--- src/rtl/pipelined_datapath_if.sv ---
// Instruction-in / result-out bundle for pipelined_datapath, plus the debug read port.
// The datapath side uses the slave modport, the instruction source uses master.
interface pipelined_datapath_if #(
    parameter int WIDTH = 16,
    parameter int RB    = 4
);
    logic             InValid;
    logic             InReady;
    logic [3:0]       Op;
    logic [RB-1:0]    Dst;
    logic [RB-1:0]    Src;
    logic [WIDTH-1:0] Imm;
    logic             ImmSel;
    logic             OutValid;
    logic [WIDTH-1:0] AluBus;
    logic [4:0]       Flags;
    logic [RB-1:0]    RdAddr;
    logic [WIDTH-1:0] RdData;

    // An instruction transfers on a rising edge where InValid && InReady; OutValid is a
    // one-cycle pulse with no back-pressure, AluBus/Flags hold until the next result.
    modport slave (
        input  InValid, Op, Dst, Src, Imm, ImmSel, RdAddr,
        output InReady, OutValid, AluBus, Flags, RdData
    );

    modport master (
        output InValid, Op, Dst, Src, Imm, ImmSel, RdAddr,
        input  InReady, OutValid, AluBus, Flags, RdData
    );
endinterface

--- src/rtl/pipelined_datapath.sv ---
// Two-stage register-file ALU: S1 latches operands, S2 executes/writes back/flags.
// Define DATAPATH_FWD_EN to forward S2 results into S1 operands instead of stalling.
module pipelined_datapath #(
    parameter int WIDTH = 16,
    parameter int NREGS = 16
) (
    input  logic                 Clk,
    input  logic                 Reset,
    pipelined_datapath_if.slave  bus
);
    localparam int RB = $clog2(NREGS);

    localparam logic [3:0] OP_ADD  = 4'd0;
    localparam logic [3:0] OP_ADDC = 4'd1;
    localparam logic [3:0] OP_SUB  = 4'd2;
    localparam logic [3:0] OP_CMP  = 4'd3;
    localparam logic [3:0] OP_AND  = 4'd4;
    localparam logic [3:0] OP_OR   = 4'd5;
    localparam logic [3:0] OP_XOR  = 4'd6;
    localparam logic [3:0] OP_MOV  = 4'd7;
    localparam logic [3:0] OP_LSH  = 4'd8;

    function automatic logic op_writes(input logic [3:0] op);
        return (op <= OP_LSH) && (op != OP_CMP);
    endfunction

    logic [WIDTH-1:0] regs_q [NREGS];

    logic             s1_valid_q, s1_valid_d;
    logic [3:0]       s1_op_q, s1_op_d;
    logic [RB-1:0]    s1_dst_q, s1_dst_d;
    logic [WIDTH-1:0] s1_a_q, s1_a_d;
    logic [WIDTH-1:0] s1_b_q, s1_b_d;

    logic             out_valid_q, out_valid_d;
    logic [WIDTH-1:0] alu_bus_q, alu_bus_d;
    logic [4:0]       flags_q, flags_d;

    logic [WIDTH-1:0] alu_res;
    logic [4:0]       alu_flags;
    logic [WIDTH:0]   sum_w;
    logic             fl_n, fl_z, fl_f, fl_l, fl_c;

    // S2 execute; flags not touched by an op keep their previous value.
    always_comb begin
        alu_res = '0;
        sum_w   = '0;
        fl_n    = flags_q[4];
        fl_z    = flags_q[3];
        fl_f    = flags_q[2];
        fl_l    = flags_q[1];
        fl_c    = flags_q[0];
        case (s1_op_q)
            OP_ADD, OP_ADDC: begin
                sum_w   = {1'b0, s1_a_q} + {1'b0, s1_b_q}
                        + {{WIDTH{1'b0}}, (s1_op_q == OP_ADDC) & flags_q[0]};
                alu_res = sum_w[WIDTH-1:0];
                fl_c    = sum_w[WIDTH];
                fl_f    = (s1_a_q[WIDTH-1] == s1_b_q[WIDTH-1])
                        && (alu_res[WIDTH-1] != s1_a_q[WIDTH-1]);
            end
            OP_SUB, OP_CMP: begin
                alu_res = s1_a_q - s1_b_q;
                fl_c    = s1_a_q < s1_b_q;
                fl_f    = (s1_a_q[WIDTH-1] != s1_b_q[WIDTH-1])
                        && (alu_res[WIDTH-1] != s1_a_q[WIDTH-1]);
                fl_l    = $signed(s1_a_q) < $signed(s1_b_q);
            end
            OP_AND:  alu_res = s1_a_q & s1_b_q;
            OP_OR:   alu_res = s1_a_q | s1_b_q;
            OP_XOR:  alu_res = s1_a_q ^ s1_b_q;
            OP_MOV:  alu_res = s1_b_q;
            OP_LSH:  alu_res = s1_b_q[WIDTH-1] ? (s1_a_q >> 1) : (s1_a_q << 1);
            default: alu_res = '0;
        endcase
        if (s1_op_q <= OP_LSH) begin
            fl_z = (alu_res == '0);
            fl_n = alu_res[WIDTH-1];
        end
        alu_flags = {fl_n, fl_z, fl_f, fl_l, fl_c};
    end

    logic             s1_writes, haz_a, haz_b, stall, in_ready, accept, wb_en;
    logic [WIDTH-1:0] op_a, op_b;

    assign s1_writes = s1_valid_q && op_writes(s1_op_q);
    assign haz_a     = s1_writes && (s1_dst_q == bus.Dst);
    assign haz_b     = s1_writes && !bus.ImmSel && (s1_dst_q == bus.Src);
    assign wb_en     = s1_writes;

`ifdef DATAPATH_FWD_EN
    assign stall = 1'b0;
    assign op_a  = haz_a ? alu_res : regs_q[bus.Dst];
    assign op_b  = bus.ImmSel ? bus.Imm : (haz_b ? alu_res : regs_q[bus.Src]);
`else
    // Hold off one cycle so the operand read sees the writeback of the S1 instruction.
    assign stall = haz_a || haz_b;
    assign op_a  = regs_q[bus.Dst];
    assign op_b  = bus.ImmSel ? bus.Imm : regs_q[bus.Src];
`endif

    assign in_ready = !Reset && !stall;
    assign accept   = bus.InValid && in_ready;

    always_comb begin
        s1_valid_d  = accept;
        s1_op_d     = s1_op_q;
        s1_dst_d    = s1_dst_q;
        s1_a_d      = s1_a_q;
        s1_b_d      = s1_b_q;
        if (accept) begin
            s1_op_d  = bus.Op;
            s1_dst_d = bus.Dst;
            s1_a_d   = op_a;
            s1_b_d   = op_b;
        end
        out_valid_d = s1_valid_q;
        alu_bus_d   = s1_valid_q ? alu_res : alu_bus_q;
        flags_d     = s1_valid_q ? alu_flags : flags_q;
    end

    always_ff @(posedge Clk) begin
        if (Reset) begin
            s1_valid_q  <= 1'b0;
            s1_op_q     <= '0;
            s1_dst_q    <= '0;
            s1_a_q      <= '0;
            s1_b_q      <= '0;
            out_valid_q <= 1'b0;
            alu_bus_q   <= '0;
            flags_q     <= '0;
            for (int i = 0; i < NREGS; i++) begin
                regs_q[i] <= '0;
            end
        end else begin
            s1_valid_q  <= s1_valid_d;
            s1_op_q     <= s1_op_d;
            s1_dst_q    <= s1_dst_d;
            s1_a_q      <= s1_a_d;
            s1_b_q      <= s1_b_d;
            out_valid_q <= out_valid_d;
            alu_bus_q   <= alu_bus_d;
            flags_q     <= flags_d;
            if (wb_en) begin
                regs_q[s1_dst_q] <= alu_res;
            end
        end
    end

    assign bus.InReady  = in_ready;
    assign bus.OutValid = out_valid_q;
    assign bus.AluBus   = alu_bus_q;
    assign bus.Flags    = flags_q;
    assign bus.RdData   = regs_q[bus.RdAddr];
endmodule

--- src/flat_wrapper.sv ---
// flat-port wrapper written by rule: the top's interface ports become plain ports
module pipelined_datapath_flat 
#(
    parameter int WIDTH = 16,
    parameter int NREGS = 16
)
  (Clk, Reset, bus_InValid, bus_Op, bus_Dst, bus_Src, bus_Imm, bus_ImmSel, bus_RdAddr, bus_InReady, bus_OutValid, bus_AluBus, bus_Flags, bus_RdData);
  pipelined_datapath_if #(.WIDTH(WIDTH), .RB(4)) bus_i ();
  input  logic Clk;
  input  logic Reset;
  input wire logic [$bits(bus_i.InValid)-1:0] bus_InValid;
  input wire logic [$bits(bus_i.Op)-1:0] bus_Op;
  input wire logic [$bits(bus_i.Dst)-1:0] bus_Dst;
  input wire logic [$bits(bus_i.Src)-1:0] bus_Src;
  input wire logic [$bits(bus_i.Imm)-1:0] bus_Imm;
  input wire logic [$bits(bus_i.ImmSel)-1:0] bus_ImmSel;
  input wire logic [$bits(bus_i.RdAddr)-1:0] bus_RdAddr;
  output wire logic [$bits(bus_i.InReady)-1:0] bus_InReady;
  output wire logic [$bits(bus_i.OutValid)-1:0] bus_OutValid;
  output wire logic [$bits(bus_i.AluBus)-1:0] bus_AluBus;
  output wire logic [$bits(bus_i.Flags)-1:0] bus_Flags;
  output wire logic [$bits(bus_i.RdData)-1:0] bus_RdData;
  assign bus_i.InValid = bus_InValid;
  assign bus_i.Op = bus_Op;
  assign bus_i.Dst = bus_Dst;
  assign bus_i.Src = bus_Src;
  assign bus_i.Imm = bus_Imm;
  assign bus_i.ImmSel = bus_ImmSel;
  assign bus_i.RdAddr = bus_RdAddr;
  assign bus_InReady = bus_i.InReady;
  assign bus_OutValid = bus_i.OutValid;
  assign bus_AluBus = bus_i.AluBus;
  assign bus_Flags = bus_i.Flags;
  assign bus_RdData = bus_i.RdData;
  pipelined_datapath #(.WIDTH(WIDTH), .NREGS(NREGS)) u_core (.Clk(Clk), .Reset(Reset), .bus(bus_i));
endmodule
--- config.mk ---
export PLATFORM = sky130hd
export DESIGN_NAME = pipelined_datapath_flat
export DESIGN_NICKNAME = d
export VERILOG_FILES = /design/src/rtl/pipelined_datapath_if.sv /design/src/rtl/pipelined_datapath.sv /design/src/flat_wrapper.sv
export SDC_FILE = /design/constraint.sdc
export NUM_CORES = 1
export LEC_CHECK = 0
export BUFFER_PORTS_ARGS = -buffer_cell sky130_fd_sc_hd__buf_2
export CAP_MARGIN = 20
export CORE_MARGIN = 2
export CORE_UTILIZATION = 55
export CTS_BUF_LIST = sky130_fd_sc_hd__clkbuf_4
export CTS_CLUSTER_DIAMETER = 150
export DETAILED_ROUTE_END_ITERATION = 12
export PLACE_DENSITY = 0.74
export SYNTH_ARGS = -nofsm -noshare
export SYNTH_HDL_FRONTEND = slang
export SYNTH_SLANG_ARGS = --single-unit
--- constraint.sdc ---
create_clock -name Clk -period 4.88 [get_ports Clk]
set_clock_uncertainty 0.15 [all_clocks]
set_input_delay 0.488 -clock Clk [delete_from_list [all_inputs] [get_ports Clk]]
set_output_delay 0.488 -clock Clk [all_outputs]
set_load 0.01 [all_outputs]
==> report_table.html <==
<table>
<tr><th>Metric</th><th>Value</th></tr>
<tr><th colspan="2">Run status</th></tr>
<tr><td>Result of the run</td><td>finished, final reports clean</td></tr>
<tr><th colspan="2">Clocking</th></tr>
<tr><td>Root buffer selected by CTS</td><td>sky130_fd_sc_hd__clkbuf_4</td></tr>
<tr><td>Clock slew seen by the registers of the worst setup and hold paths</td><td>~0.07 ns</td></tr>
<tr><td>TritonCTS clock tree</td><td>yes</td></tr>
<tr><td>Post_cts resized</td><td>0</td></tr>
<tr><td>Clock buffers created by TritonCTS</td><td>88</td></tr>
<tr><td>Clock H-tree levels</td><td>3</td></tr>
<tr><td>Clock insertion delay at the later pin of the skew report</td><td>0.80 ns</td></tr>
<tr><td>CTS Buffer Depth</td><td>3</td></tr>
<tr><td>Clock sinks</td><td>319</td></tr>
<tr><th colspan="2">Pwr</th></tr>
<tr><td>NetSw</td><td>2.183 mW</td></tr>
<tr><td>Reg power frac</td><td>44.6%</td></tr>
<tr><td>Peak supply drop</td><td>0.1600 mV</td></tr>
<tr><td>Leakage power of the design</td><td>8.048 nW</td></tr>
<tr><td>Int Pwr</td><td>slightly below 5 mW</td></tr>
<tr><td>Areal power density over the cells</td><td>between 300 and 400 nW/um2</td></tr>
<tr><td>Fraction of power consumed by the clock network</td><td>about a third</td></tr>
<tr><td>Switching share of total power</td><td>a little under a third</td></tr>
<tr><td>Combinational power share</td><td>20.6%</td></tr>
<tr><th colspan="2">Job</th></tr>
<tr><td>Number of max-cap violations</td><td>0</td></tr>
<tr><th colspan="2">Yosys</th></tr>
<tr><td>Syn avg cell area</td><td>12.85 um2</td></tr>
<tr><td>Area leader, netlist</td><td>sky130_fd_sc_hd__edfxtp_1</td></tr>
<tr><td>Mapped Cells</td><td>1546</td></tr>
<tr><td>Flip-flop and latch count after synthesis</td><td>319</td></tr>
<tr><td>Dominant synthesized flop cell</td><td>sky130_fd_sc_hd__edfxtp_1</td></tr>
<tr><td>Share of synthesized area occupied by flip-flops and latches</td><td>45.04%</td></tr>
<tr><td>Syn Nets</td><td>between 1500 and 2000</td></tr>
<tr><td>Yosys top cell area share</td><td>38.69%</td></tr>
<tr><td>Top post-synthesis cells by area</td><td>sky130_fd_sc_hd__edfxtp_1 39%, sky130_fd_sc_hd__mux4_2 27%, sky130_fd_sc_hd__dfxtp_1 6.3%, sky130_fd_sc_hd__nor2_1 6.1%, sky130_fd_sc_hd__ha_1 3.0%</td></tr>
<tr><td>Count of flip-flops with a built-in enable after synthesis</td><td>256</td></tr>
<tr><td>Number of unique standard cell types used by synthesis</td><td>75</td></tr>
<tr><td>Count of yosys warnings during synthesis</td><td>0</td></tr>
<tr><td>Proportion of register bits with asynchronous set or reset after synthesis</td><td>0%</td></tr>
<tr><td>Area of the mapped netlist</td><td>19870 um2</td></tr>
<tr><th colspan="2">Critical path</th></tr>
<tr><td>Required time of the critical path</td><td>5.42 ns</td></tr>
<tr><td>Highest fanout seen on the critical path</td><td>18</td></tr>
<tr><td>Cells along the critical path</td><td>nor3_1 &gt; buf_4 &gt; nand3_1 &gt; fa_1 &gt; nor2b_1 &gt; o2111ai_1 &gt; a311o_1 &gt; and3_1 &gt; o31ai_2 &gt; nor2_1 &gt; a2111oi_2 &gt; nor3_4 &gt; buf_4 &gt; nand2b_1 &gt; a21oi_1</td></tr>
<tr><td>Maximum cell stage delay along the critical path</td><td>0.47 ns</td></tr>
<tr><td>CP bufs+invs</td><td>2</td></tr>
<tr><td>Worst setup path category</td><td>reg -&gt; reg</td></tr>
<tr><td>Data arrival time of the critical path</td><td>4.56 ns</td></tr>
<tr><td>Crit path max-delay cell type</td><td>sky130_fd_sc_hd__a2111oi_2</td></tr>
<tr><td>Launching element type of the critical path</td><td>flop</td></tr>
<tr><td>Most frequent cell on the critical path</td><td>sky130_fd_sc_hd__buf_4</td></tr>
<tr><td>Kind of cell with the highest combined delay on the critical path</td><td>compound AO/OA/AOI/OAI gates</td></tr>
<tr><td>Element type at the critical path end</td><td>flop</td></tr>
<tr><th colspan="2">Global routing</th></tr>
<tr><td>First-pass GRT wire length</td><td>92.94 mm</td></tr>
<tr><td>Initial antenna violation count</td><td>1</td></tr>
<tr><td>Pin count of the biggest net entering global routing</td><td>66</td></tr>
<tr><td>Aggregate global-route resource usage</td><td>33.32%</td></tr>
<tr><td>Number of global-route vias before repair</td><td>15140</td></tr>
<tr><td>Residual overflow from global routing</td><td>0</td></tr>
<tr><th colspan="2">STA</th></tr>
<tr><td>Unrepaired setup endpoints after global routing</td><td>no</td></tr>
<tr><td>Highest achievable clock rate</td><td>around 250 MHz</td></tr>
<tr><td>Sum of negative setup slack</td><td>0 ns</td></tr>
<tr><td>Worst hold slack after final layout</td><td>0.07244 ns</td></tr>
<tr><td>Number of max-slew violations in the final report</td><td>0</td></tr>
<tr><td>Setup violators final</td><td>0</td></tr>
<tr><td>Final clock period utilization by the worst path</td><td>slightly above 80%</td></tr>
<tr><td>Relative slew slack</td><td>22.58%</td></tr>
<tr><td>Actual transition at the worst max-transition pin</td><td>1.161 ns</td></tr>
<tr><td>Final Hold Vio Count</td><td>0</td></tr>
<tr><td>Min Clock Period, post-route</td><td>4.015 ns</td></tr>
<tr><th colspan="2">Detailed routing</th></tr>
<tr><td>Detailed Route WL</td><td>62.51 mm</td></tr>
<tr><td>Routed length per placed instance</td><td>28.52 um</td></tr>
<tr><td>Vias after detailed routing</td><td>15200</td></tr>
<tr><td>Post-route ant nets</td><td>0</td></tr>
<tr><td>DRC violation total after the first TritonRoute iteration</td><td>between 2000 and 2500</td></tr>
<tr><td>Pre-Repair DR Iteration Count</td><td>5</td></tr>
<tr><td>Vias/cell</td><td>about 6.9</td></tr>
<tr><td>Total DRC errors in the routed layout</td><td>0</td></tr>
<tr><th colspan="2">Floorplanning</th></tr>
<tr><td>Chip height</td><td>194.1 um</td></tr>
<tr><td>Floorplan row count</td><td>69</td></tr>
<tr><td>Horizontal die dimension</td><td>194.1 um</td></tr>
<tr><td>Die ar.</td><td>37660 um2</td></tr>
<tr><td>Top Ports</td><td>75</td></tr>
<tr><td>Placeable core area</td><td>35570 um2</td></tr>
<tr><td>Initial Utilization</td><td>55.86%</td></tr>
<tr><th colspan="2">Layout</th></tr>
<tr><td>Final cell count without fillers</td><td>2192</td></tr>
<tr><td>Share of post-route cells with drive strength above 1</td><td>32.02%</td></tr>
<tr><td>Synth-to-Final Area Change</td><td>12.20%</td></tr>
<tr><td>Final layout net count</td><td>approximately 1700</td></tr>
<tr><td>Fraction of the core area covered by cells at the end of the flow</td><td>62.67%</td></tr>
<tr><th colspan="2">Hold path</th></tr>
<tr><td>Worst min-delay path class</td><td>in -&gt; reg</td></tr>
<tr><th colspan="2">Place</th></tr>
<tr><td>Count of input and output buffers</td><td>74</td></tr>
<tr><td>HPWL reported at the end of detailed placement</td><td>just over 40 mm</td></tr>
<tr><td>Number of placed cells counting well taps</td><td>2007</td></tr>
<tr><td>Routability congestion estimate from global placement</td><td>0.9572</td></tr>
</table>
==> layout by cell type (no fill, tap or decap), types with 46 or more instances in the layout <==
master	netlist	routed
sky130_fd_sc_hd__clkbuf_4	0	127
sky130_fd_sc_hd__mux2i_1	48	48
sky130_fd_sc_hd__ha_1	48	48
sky130_fd_sc_hd__nand2_1	55	54
sky130_fd_sc_hd__dfxtp_1	63	62
sky130_fd_sc_hd__buf_2	18	71
sky130_fd_sc_hd__mux4_2	240	240
sky130_fd_sc_hd__a21oi_1	46	46
sky130_fd_sc_hd__buf_4	0	58
sky130_fd_sc_hd__nor2_1	324	324
sky130_fd_sc_hd__edfxtp_1	256	256
==> worst paths after layout <==
kind | startpoint | endpoint | slack, ns | cells after the start
max | u_core.s1_op_q[3] | u_core.bus.AluBus[15] | 0.86 | 15
min | bus_Dst[1] | u_core.s1_dst_q[1] | 0.07 | 4
max reg2reg | u_core.s1_op_q[3] | u_core.bus.AluBus[15] | 0.86 | 15
min reg2reg | u_core.bus.Flags[2] | u_core.bus.Flags[2] | 0.31 | 2
==> cells in the mapped netlist, types with 11 or more instances <==
cell type and instances:
sky130_fd_sc_hd__nor2_1 324, sky130_fd_sc_hd__edfxtp_1 256, sky130_fd_sc_hd__mux4_2 240, sky130_fd_sc_hd__clkbuf_1 92, sky130_fd_sc_hd__dfxtp_1 63, sky130_fd_sc_hd__nand2_1 55
sky130_fd_sc_hd__ha_1 48, sky130_fd_sc_hd__mux2i_1 48, sky130_fd_sc_hd__a21oi_1 46, sky130_fd_sc_hd__inv_1 44, sky130_fd_sc_hd__o21ai_0 33, sky130_fd_sc_hd__buf_1 28
sky130_fd_sc_hd__a211oi_1 20, sky130_fd_sc_hd__nand2b_1 19, sky130_fd_sc_hd__or3_1 19, sky130_fd_sc_hd__buf_2 18, sky130_fd_sc_hd__nor3_1 18, sky130_fd_sc_hd__o22ai_1 15
sky130_fd_sc_hd__xnor2_1 13, sky130_fd_sc_hd__a221o_1 11
==> flip-flops by register name, indices dropped and copies added, names as in the netlist <==
name and cells:
u_core.s1_op_q 4, u_core.regs_q 256, u_core.out_valid_d 1, u_core.s1_a_q 16, u_core.s1_dst_q 4, u_core.bus.OutValid 1
u_core.s1_b_q 16, u_core.bus.AluBus 16, u_core.bus.Flags 5
==> final cells by class <==
| cell class | count | area [um2] |
|---|---|---|
| multi-input combinational | 1042 | 10210 |
| clock inverter | 33 | 176.4 |
| inverter | 45 | 168.9 |
| clock buffer | 127 | 953.4 |
| antenna | 1 | 2.502 |
| fill | 2692 | 13280 |
| timing repair buffer | 164 | 1257 |
| tap | 461 | 576.8 |
| sequential | 319 | 8950 |
==> kinds of logic (layout without fill, tap and decap cells) <==
kind of cell	Yosys count	count (layout)	synth area share, %
simple gates	506	506	11.24
flops	319	319	45.04
mux	289	289	29.68
buf+inv	185	369	3.684
compound gates	180	180	6.329
fa+ha+maj	51	51	3.325
xor+xnor	16	16	0.7054
other cells	0	1	0
==> routing by layer <==
metal,vias up,wire [um],global-route usage (%)
li1,6249,-,-
met2,1211,29840,53.42
met4,0,3347,18.24
met1,7475,21240,41.77
met3,263,8092,8.488
met5,-,0,0
==> repair_timing <==
action / CTS / global route
hold buffers: 21 / 0
hold endpoints to repair: 21 / 0
buffers inserted: 0 / 0
==> power by group through the flow <==
stage / combinational (mW) / sequential (mW) / clock, mW
finish: 1.46 / 3.16 / 2.47
global route: 1.54 / 3.17 / 2.63
CTS: 1.43 / 3.16 / 2.50
detailed placement: 1.42 / 3.22 / 0
global placement: 1.39 / 3.20 / 0
floorplan: 0.965 / 3.17 / 0
==> worst min-delay path, delay by kind of cell <==
family	cells	cell delay [ns]
buf+inv	2	0.33
simple gates	2	0.16
==> stage by stage <==
step / setup slack [ns] / total power, mW / area (um2)
5_1_grt: 0.4357 / 7.338 / 22290
6_report: 0.8647 / 7.095 / 22290
2_1_floorplan: 1.117 / 4.135 / 19870
3_5_place_dp: 0.9669 / 4.632 / 20910
4_1_cts: 0.9123 / 7.087 / 22250
3_3_place_gp: 0.9881 / 4.591 / 20790
No activity file was read; power rests on OpenSTA's default activity.
